==> src/rtl/md5_pad_strm.sv <==
// RFC 1321 padding stage for the MD5 streaming core: turns a raw message arriving as
// 512-bit beats into whole padded chunks, the last one carrying the bit length.
typedef struct packed {
    logic        valid;
    logic        is_write;
    logic [31:0] addr;
    logic [63:0] data;
} softreg_req_t;

typedef struct packed {
    logic        valid;
    logic [63:0] data;
} softreg_resp_t;

module md5_pad_strm #(
    parameter int DATA_W = 512,
    parameter int ID_W   = 5
) (
    input  logic              clk,
    input  logic              reset_n,
    input  softreg_req_t      softreg_req,
    output softreg_resp_t     softreg_resp,
    input  logic              s_tvalid,
    output logic              s_tready,
    input  logic [DATA_W-1:0] s_tdata,
    output logic              m_tvalid,
    input  logic              m_tready,
    output logic [DATA_W-1:0] m_tdata,
    output logic [ID_W-1:0]   m_tid,
    output logic              m_tlast
);
    localparam int NBYTES = DATA_W / 8;

    typedef enum logic [2:0] {
        ST_IDLE = 3'd0,
        ST_DATA = 3'd1,
        ST_PAD  = 3'd2,
        ST_DONE = 3'd3
    } state_t;

    state_t            state_r;
    state_t            state_nxt_s;
    logic [60:0]       len_r;
    logic [5:0]        rem_r;
    logic [55:0]       beats_r;
    logic [63:0]       chunks_r;
    logic [ID_W-1:0]   id_r;
    logic              m_tvalid_r;
    logic              m_tlast_r;
    logic [DATA_W-1:0] m_tdata_r;
    logic [ID_W-1:0]   m_tid_r;
    logic              resp_valid_r;
    logic [63:0]       resp_data_r;

    logic              wr_s;
    logic              rd_s;
    logic              start_s;
    logic              id_wr_s;
    logic              out_free_s;
    logic              s_hs_s;
    logic              m_hs_s;
    logic              load_s;
    logic              last_s;
    logic              s_tready_s;
    logic [55:0]       beats_init_s;
    logic [63:0]       len_bits_s;
    logic [DATA_W-1:0] tail_s;
    logic [DATA_W-1:0] chunk_s;
    logic              rd_hit_s;
    logic [63:0]       rd_data_s;

    assign wr_s         = softreg_req.valid && softreg_req.is_write;
    assign rd_s         = softreg_req.valid && !softreg_req.is_write;
    assign start_s      = wr_s && (softreg_req.addr == 32'h0000_0000) && (state_r == ST_IDLE);
    assign id_wr_s      = wr_s && (softreg_req.addr == 32'h0000_0008);
    assign beats_init_s = {1'b0, softreg_req.data[60:6]} + {55'd0, |softreg_req.data[5:0]};
    assign len_bits_s   = {len_r, 3'b000};
    assign out_free_s   = !m_tvalid_r || m_tready;
    assign s_hs_s       = s_tvalid && s_tready_s;
    assign m_hs_s       = m_tvalid_r && m_tready;

    assign s_tready          = s_tready_s;
    assign m_tvalid          = m_tvalid_r;
    assign m_tdata           = m_tdata_r;
    assign m_tid             = m_tid_r;
    assign m_tlast           = m_tlast_r;
    assign softreg_resp.valid = resp_valid_r;
    assign softreg_resp.data  = resp_data_r;

    // Final partial beat: keep bytes below r, put the 0x80 marker at r, zero the rest
    always_comb begin
        tail_s = '0;
        for (int i = 0; i < NBYTES; i++) begin
            if (6'(i) < rem_r) begin
                tail_s[8*i +: 8] = s_tdata[8*i +: 8];
            end else if (6'(i) == rem_r) begin
                tail_s[8*i +: 8] = 8'h80;
            end else begin
                tail_s[8*i +: 8] = 8'h00;
            end
        end
    end

    // Next state, input ready and the chunk to load into the output register
    always_comb begin
        state_nxt_s = state_r;
        s_tready_s  = 1'b0;
        load_s      = 1'b0;
        last_s      = 1'b0;
        chunk_s     = s_tdata;
        case (state_r)
            ST_IDLE: begin
                if (start_s) begin
                    if (beats_init_s != 56'd0) begin
                        state_nxt_s = ST_DATA;
                    end else begin
                        state_nxt_s = ST_PAD;
                    end
                end else begin
                    state_nxt_s = ST_IDLE;
                end
            end
            ST_DATA: begin
                s_tready_s = (beats_r != 56'd0) && out_free_s;
                if (s_tvalid && s_tready_s) begin
                    load_s = 1'b1;
                    if (beats_r != 56'd1) begin
                        chunk_s = s_tdata;
                    end else if (rem_r == 6'd0) begin
                        chunk_s     = s_tdata;
                        state_nxt_s = ST_PAD;
                    end else if (rem_r <= 6'd55) begin
                        // Marker and length both fit in the final beat
                        chunk_s     = {len_bits_s, tail_s[DATA_W-65:0]};
                        last_s      = 1'b1;
                        state_nxt_s = ST_DONE;
                    end else begin
                        chunk_s     = tail_s;
                        state_nxt_s = ST_PAD;
                    end
                end else begin
                    state_nxt_s = ST_DATA;
                end
            end
            ST_PAD: begin
                if (out_free_s) begin
                    load_s      = 1'b1;
                    last_s      = 1'b1;
                    chunk_s     = {len_bits_s, {(DATA_W-72){1'b0}},
                                   ((rem_r == 6'd0) ? 8'h80 : 8'h00)};
                    state_nxt_s = ST_DONE;
                end else begin
                    state_nxt_s = ST_PAD;
                end
            end
            ST_DONE: begin
                if (m_hs_s && m_tlast_r) begin
                    state_nxt_s = ST_IDLE;
                end else begin
                    state_nxt_s = ST_DONE;
                end
            end
            default: begin
                state_nxt_s = ST_IDLE;
            end
        endcase
    end

    // Register read mux; unmapped addresses leave the response data untouched
    always_comb begin
        rd_hit_s  = 1'b1;
        rd_data_s = 64'd0;
        case (softreg_req.addr)
            32'h0000_0010: rd_data_s = chunks_r;
            32'h0000_0018: rd_data_s = {61'd0, state_r};
            32'h0000_0020: rd_data_s = {8'd0, beats_r};
            default:       rd_hit_s  = 1'b0;
        endcase
    end

    // State register
    always_ff @(posedge clk or negedge reset_n) begin
        if (!reset_n) begin
            state_r <= ST_IDLE;
        end else begin
            state_r <= state_nxt_s;
        end
    end

    // Message context: latched length, tail byte count and beats still to accept
    always_ff @(posedge clk or negedge reset_n) begin
        if (!reset_n) begin
            len_r   <= 61'd0;
            rem_r   <= 6'd0;
            beats_r <= 56'd0;
        end else if (start_s) begin
            len_r   <= softreg_req.data[60:0];
            rem_r   <= softreg_req.data[5:0];
            beats_r <= beats_init_s;
        end else if (s_hs_s) begin
            beats_r <= beats_r - 56'd1;
        end
    end

    // Chunk counter and ID register
    always_ff @(posedge clk or negedge reset_n) begin
        if (!reset_n) begin
            chunks_r <= 64'd0;
            id_r     <= '0;
        end else begin
            if (start_s) begin
                chunks_r <= 64'd0;
            end else if (m_hs_s) begin
                chunks_r <= chunks_r + 64'd1;
            end
            if (id_wr_s) begin
                id_r <= softreg_req.data[ID_W-1:0];
            end
        end
    end

    // Single-stage output register, held while the consumer stalls
    always_ff @(posedge clk or negedge reset_n) begin
        if (!reset_n) begin
            m_tvalid_r <= 1'b0;
            m_tlast_r  <= 1'b0;
            m_tdata_r  <= '0;
            m_tid_r    <= '0;
        end else if (load_s) begin
            m_tvalid_r <= 1'b1;
            m_tlast_r  <= last_s;
            m_tdata_r  <= chunk_s;
            m_tid_r    <= id_r;
        end else if (m_tready) begin
            m_tvalid_r <= 1'b0;
            m_tlast_r  <= 1'b0;
        end
    end

    // Register read response, one cycle after the request
    always_ff @(posedge clk or negedge reset_n) begin
        if (!reset_n) begin
            resp_valid_r <= 1'b0;
            resp_data_r  <= 64'd0;
        end else begin
            resp_valid_r <= rd_s;
            if (rd_s && rd_hit_s) begin
                resp_data_r <= rd_data_s;
            end
        end
    end

endmodule
==> config.mk <==
export PLATFORM = sky130hd
export DESIGN_NAME = md5_pad_strm
export DESIGN_NICKNAME = d
export VERILOG_FILES = /design/src/rtl/md5_pad_strm.sv
export SDC_FILE = /design/constraint.sdc
export NUM_CORES = 2
export LEC_CHECK = 0
export CAP_MARGIN = 0
export CORE_AREA = 5 5 469 471
export CTS_CLUSTER_DIAMETER = 40
export DETAILED_ROUTE_END_ITERATION = 10
export DIE_AREA = 0 0 474 476
export GPL_TIMING_DRIVEN = 0
export HOLD_SLACK_MARGIN = 0.03
export PLACE_DENSITY = 0.33
export SETUP_SLACK_MARGIN = 0.2
export SLEW_MARGIN = 20
export SYNTH_ARGS = -nofsm -noshare
export SYNTH_HDL_FRONTEND = slang
export SYNTH_SLANG_ARGS = --single-unit
==> constraint.sdc <==
create_clock -name clk -period 2.9 [get_ports clk]
set_input_delay 0.87 -clock clk [delete_from_list [all_inputs] [get_ports clk]]
set_output_delay 0.87 -clock clk [all_outputs]
set_load 0.005 [all_outputs]
==> impl_table.tex <==
\begin{tabular}{lr}
\hline
Metric & Value \\
\hline
\multicolumn{2}{l}{\textbf{Pwr}} \\
\quad LEAKAGE & $\sim$0.027 uW \\
\quad Internal power of the cells & 27700 uW \\
\quad Switch share & about 23\% \\
\quad PwrDens & 577 nW/um\^{}2 \\
\quad Relative contribution of the clock network to total power & around 66\% \\
\quad Logic gate share of total power & about 4.2\% \\
\quad Sequential group share of total power & between 30\% and 40\% \\
\quad Worst-case vdd ir drop & about 0.60 mV \\
\quad P\_sw & 8190 uW \\
\multicolumn{2}{l}{\textbf{Worst setup path}} \\
\quad Largest stage delay, worst path & $\sim$0.55 ns \\
\quad Kind of end point of the critical path & primary output \\
\quad Setup slack, reg-to-reg & -0.55 ns \\
\quad Library cell contributing the largest single delay on the critical path & sky130\_fd\_sc\_hd\_\_or4\_4 \\
\quad Category of the worst setup path launch point & flip-flop \\
\quad Cell class contributing the biggest share of worst-path delay & simple AND/OR/NAND/NOR gates \\
\quad Crit path kind & reg2out \\
\quad Origin of the critical flop-to-flop path & beats\_r[40] \\
\quad Cell count of the worst reg-to-reg path & 16 \\
\quad Worst Path Max Fanout & 3 \\
\quad Terminus of the critical flop-to-flop path & m\_tdata[511] \\
\quad Critical path buffer and inverter count & 3 \\
\quad Cells along the critical path & or4\_4 > nor3\_4 > and3\_4 > buf\_8 > buf\_12 > and3\_4 > a211oi\_2 > buf\_6 \\
\quad WP data arrival & between 2 and 3 ns \\
\quad Required time of the critical path & between 2 and 2.5 ns \\
\quad Most numerous cell on the critical path & sky130\_fd\_sc\_hd\_\_and3\_4 \\
\multicolumn{2}{l}{\textbf{Die}} \\
\quad Number of I/O pins & $\sim$1200 \\
\quad Die span in y & around 480 um \\
\quad Number of placement rows & $\sim$170 \\
\quad Area of the die & between 200000 and 250000 um\^{}2 \\
\quad Core Area & around 220000 um\^{}2 \\
\quad Initial core utilization & approximately 16\% \\
\quad Die X-Extent & 474 um \\
\multicolumn{2}{l}{\textbf{Layout}} \\
\quad Area taken by flip-flops and latches & between 15000 and 20000 um\^{}2 \\
\quad Area of combinational cells with multiple inputs & $\sim$16000 um\^{}2 \\
\quad Growth of design area from synthesis to finish & 78.7\% \\
\quad Share of cells above drive strength 1 & about a fifth \\
\quad Number of filler cells placed in the layout & roughly 23000 \\
\quad Post-layout utilization of the core & about 29\% \\
\quad Total Nets Final & roughly 5600 \\
\quad Final Cell Area & slightly above 60000 um\^{}2 \\
\quad Count of placed standard cells in the final layout, fillers left out & 8014 \\
\multicolumn{2}{l}{\textbf{STA}} \\
\quad Remaining max-slew budget at the tightest pin & 23.6\% \\
\quad Highest attainable clock frequency & between 200 and 300 MHz \\
\quad Number of pins with negative max-slew slack in the final report & 0 \\
\quad Worst path setup slack after routing & -0.846 ns \\
\quad Endpoints failing hold & 0 \\
\quad Post-route setup TNS & -168.68 ns \\
\quad Fin Clk Skew & 0.0527 ns \\
\quad Slew at the pin with the worst max-slew slack & 1.15 ns \\
\quad Worst hold margin & between 0.05 and 0.06 ns \\
\quad Part of the cycle the worst path needs & 129\% \\
\quad Setup repair after global routing missed its margin & yes \\
\quad Final setup violation count & $\sim$560 \\
\quad Fin crit period & roughly 3.7 ns \\
\multicolumn{2}{l}{\textbf{Placed design}} \\
\quad Post-DP Area & just over 50000 um\^{}2 \\
\quad Placed wire-length estimate after detailed placement & $\sim$220000 um \\
\quad Global placer's final weighted congestion & between 0.8 and 0.9 \\
\quad Number of cells after detailed placement & between 7000 and 8000 \\
\quad Count of input and output buffers & about 1200 \\
\multicolumn{2}{l}{\textbf{Yosys}} \\
\quad Synthesis-stage register bit count & between 700 and 800 \\
\quad Number of instances in the synthesized netlist & roughly 3400 \\
\quad Avg Inst Size Synth & 10.2 um\^{}2 \\
\quad Post-Syn Area & 34800 um\^{}2 \\
\quad Library cell with the largest summed area after synthesis & sky130\_fd\_sc\_hd\_\_dfrtp\_1 \\
\quad Synthesized Nets & approximately 4000 \\
\quad Post-synth top flop & sky130\_fd\_sc\_hd\_\_dfrtp\_1 \\
\quad Unique masters post-synth & 82 \\
\quad Part of the Yosys area used for sequential elements & between 50\% and 60\% \\
\quad Number of warnings issued by yosys & 0 \\
\quad Top cells by area, synth & sky130\_fd\_sc\_hd\_\_dfrtp\_1, sky130\_fd\_sc\_hd\_\_a22o\_1, sky130\_fd\_sc\_hd\_\_nand2\_1, sky130\_fd\_sc\_hd\_\_nor2\_1, sky130\_fd\_sc\_hd\_\_a221oi\_1 \\
\quad Fraction of synthesized cell area taken by the top area cell type & between 50 and 60\% \\
\quad Number of flops mapped to enable cells by yosys & 0 \\
\quad Share of flip-flops with an asynchronous set or reset & 100\% \\
\multicolumn{2}{l}{\textbf{Status}} \\
\quad Run status & finished with violations \\
\quad Failing checks & setup timing \\
\multicolumn{2}{l}{\textbf{Drt}} \\
\quad Total detailed-routing wirelength & between 200000 and 300000 um \\
\quad \# DRC & 0 \\
\quad Initial DRC Count & about 2600 \\
\quad Detail Route Antenna Nets & 0 \\
\quad WL/cell & 33.5 um \\
\quad Detailed-router iteration count before antenna repair & 7 \\
\quad Number of vias in the routed layout & 35800 \\
\quad Routed vias/inst & roughly 4.5 \\
\multicolumn{2}{l}{\textbf{Clock network}} \\
\quad Number of sinks handled by clock tree synthesis & just under 800 \\
\quad Clock tree from TritonCTS & done \\
\quad CTS H-tree depth & 4 \\
\quad CTS Root Buffer Type & sky130\_fd\_sc\_hd\_\_clkbuf\_16 \\
\quad Clock insertion delay at the later pin of the skew report & slightly above 0.8 ns \\
\quad Clock-pin slew on the worst setup and hold paths & about 0.050 ns \\
\quad Bufs on Longest Clock Path & 3 \\
\quad Number of buffers created by CTS & just under 200 \\
\multicolumn{2}{l}{\textbf{GRT}} \\
\quad Total global routing track utilization & a little under a quarter \\
\quad Gr ovfl total & 0 \\
\quad Via count of the first global-routing pass & 36500 \\
\quad Pin count of the biggest net entering global routing & 120 \\
\quad Number of antenna violations at the first check in global routing & $\sim$170 \\
\quad Global-route wire length before repair & around 350000 um \\
\multicolumn{2}{l}{\textbf{Job}} \\
\quad Max-Cap Viols & 0 \\
\multicolumn{2}{l}{\textbf{Hold path}} \\
\quad Worst hold path class & in2async \\
\hline
\end{tabular}
[worst reg2reg max path, delay by kind of cell, from the launching register on]
kind / cells / cell delay, ns
AND/OR/NAND/NOR: 6 / 1.40
buffers and inverters: 8 / 0.94
flip-flops: 1 / 0.42
multiplexers: 1 / 0.32
AO/OA/AOI/OAI: 1 / 0.26
[worst max path at each step]
| stage | start | to | slack (ns) | depth (start not counted) |
|---|---|---|---|---|
| finish | beats_r[18] | s_tready | -0.85 | 8 |
| global route | m_tvalid | s_tready | -0.95 | 5 |
| CTS | beats_r[16] | s_tready | -0.96 | 8 |
| detailed placement | softreg_req[2] | state_r[0] | -2.50 | 15 |
| global placement | reset_n | m_tdata[384] | -40.16 | 1 |
| floorplan | softreg_req[5] | state_r[0] | -0.74 | 13 |
[layer usage]
layer,up-vias,track usage [%],wire length [um]
met3,568,7.78,21800
met4,50,10.8,14900
met2,1524,41.4,138000
li1,15700,-,-
met5,-,0,316
met1,18000,23.6,93500
[flip-flops by register name, summed over array words and instances, names as in the netlist]
name          count
resp_data_r      64
beats_r          56
state_r           2
m_tvalid          1
chunks_r         64
m_tlast           1
id_r              5
resp_valid_r      1
m_tid             5
len_r            61
m_tdata         512
[power by group through the flow]
stage	Sequential, uW	Clock [uW]	Combinational, uW
2_1_floorplan	11000	0	170
3_3_place_gp	11000	0	1390
3_5_place_dp	11000	0	1480
4_1_cts	10800	24200	1510
5_1_grt	10800	24700	1600
6_report	10800	23600	1500
[area by class of cell]
class	instances	area share, %
Clock buffer	252	8.73
Antenna cell	61	0.245
Sequential cell	772	31.1
Timing Repair Buffer	1334	21.9
Inverter	25	0.151
Clock inverter	114	2.64
Buffer	233	3.36
Tap cell	2854	5.74
Multi-Input combinational cell	2369	26.2
[cell families after synthesis]
logic type      after synthesis  share of synthesized area [%]
xor+xnor                    171                           4.30
fa+ha+maj                     9                          0.323
compound gates              843                           18.6
simple gates               1319                           17.3
buf+inv                     259                           3.27
flops                       772                           55.5
mux                          26                          0.776
[synth_stat cells, drive strengths merged (11+ instances only)]
cell      n
a221o    18
nor2b    11
buf      89
and2     20
xnor2    92
nand4    50
o21ai   116
nor4     49
xor2     79
or3      23
nor3     55
or4      18
a22o    380
mux2i    18
nand2   475
clkbuf  145
nand3   118
nor2    402
o31ai    14
inv      25
nand2b   13
a221oi   97
a21oi    98
a31oi    32
and3     46
dfrtp   772
and4     18
[stage by stage]
stage	worst slack, ns	power (uW)
CTS	-0.961	36500
global placement	-40.16	12400
finish	-0.846	35900
detailed placement	-2.50	12500
global route	-0.946	37100
floorplan	-0.735	11100
[repair_timing]
item                       CTS  global route
setup endpoints to repair  990           993
gates cloned                 7             2
hold endpoints to repair    68             0
buffers inserted            81            47
pin swaps                   57            58
hold buffers                 2             0
resized for setup          343           186
[cells in the final DEF (no fill, tap or decap), types with 53 or more instances in the layout]
cell type | netlist | final
sky130_fd_sc_hd__a22o_1 | 380 | 380
sky130_fd_sc_hd__diode_2 | 0 | 61
sky130_fd_sc_hd__a21oi_1 | 98 | 69
sky130_fd_sc_hd__o21ai_0 | 110 | 59
sky130_fd_sc_hd__clkbuf_8 | 0 | 53
sky130_fd_sc_hd__clkbuf_1 | 143 | 80
sky130_fd_sc_hd__clkbuf_16 | 0 | 211
sky130_fd_sc_hd__nand3_1 | 116 | 97
sky130_fd_sc_hd__nand2_1 | 475 | 467
sky130_fd_sc_hd__xnor2_1 | 92 | 91
sky130_fd_sc_hd__nor2_1 | 401 | 365
sky130_fd_sc_hd__clkdlybuf4s50_1 | 0 | 1139
sky130_fd_sc_hd__dfrtp_1 | 772 | 758
sky130_fd_sc_hd__buf_4 | 6 | 110
sky130_fd_sc_hd__xor2_1 | 79 | 79
sky130_fd_sc_hd__a221oi_1 | 97 | 55
(Power assumes the default switching activity.)
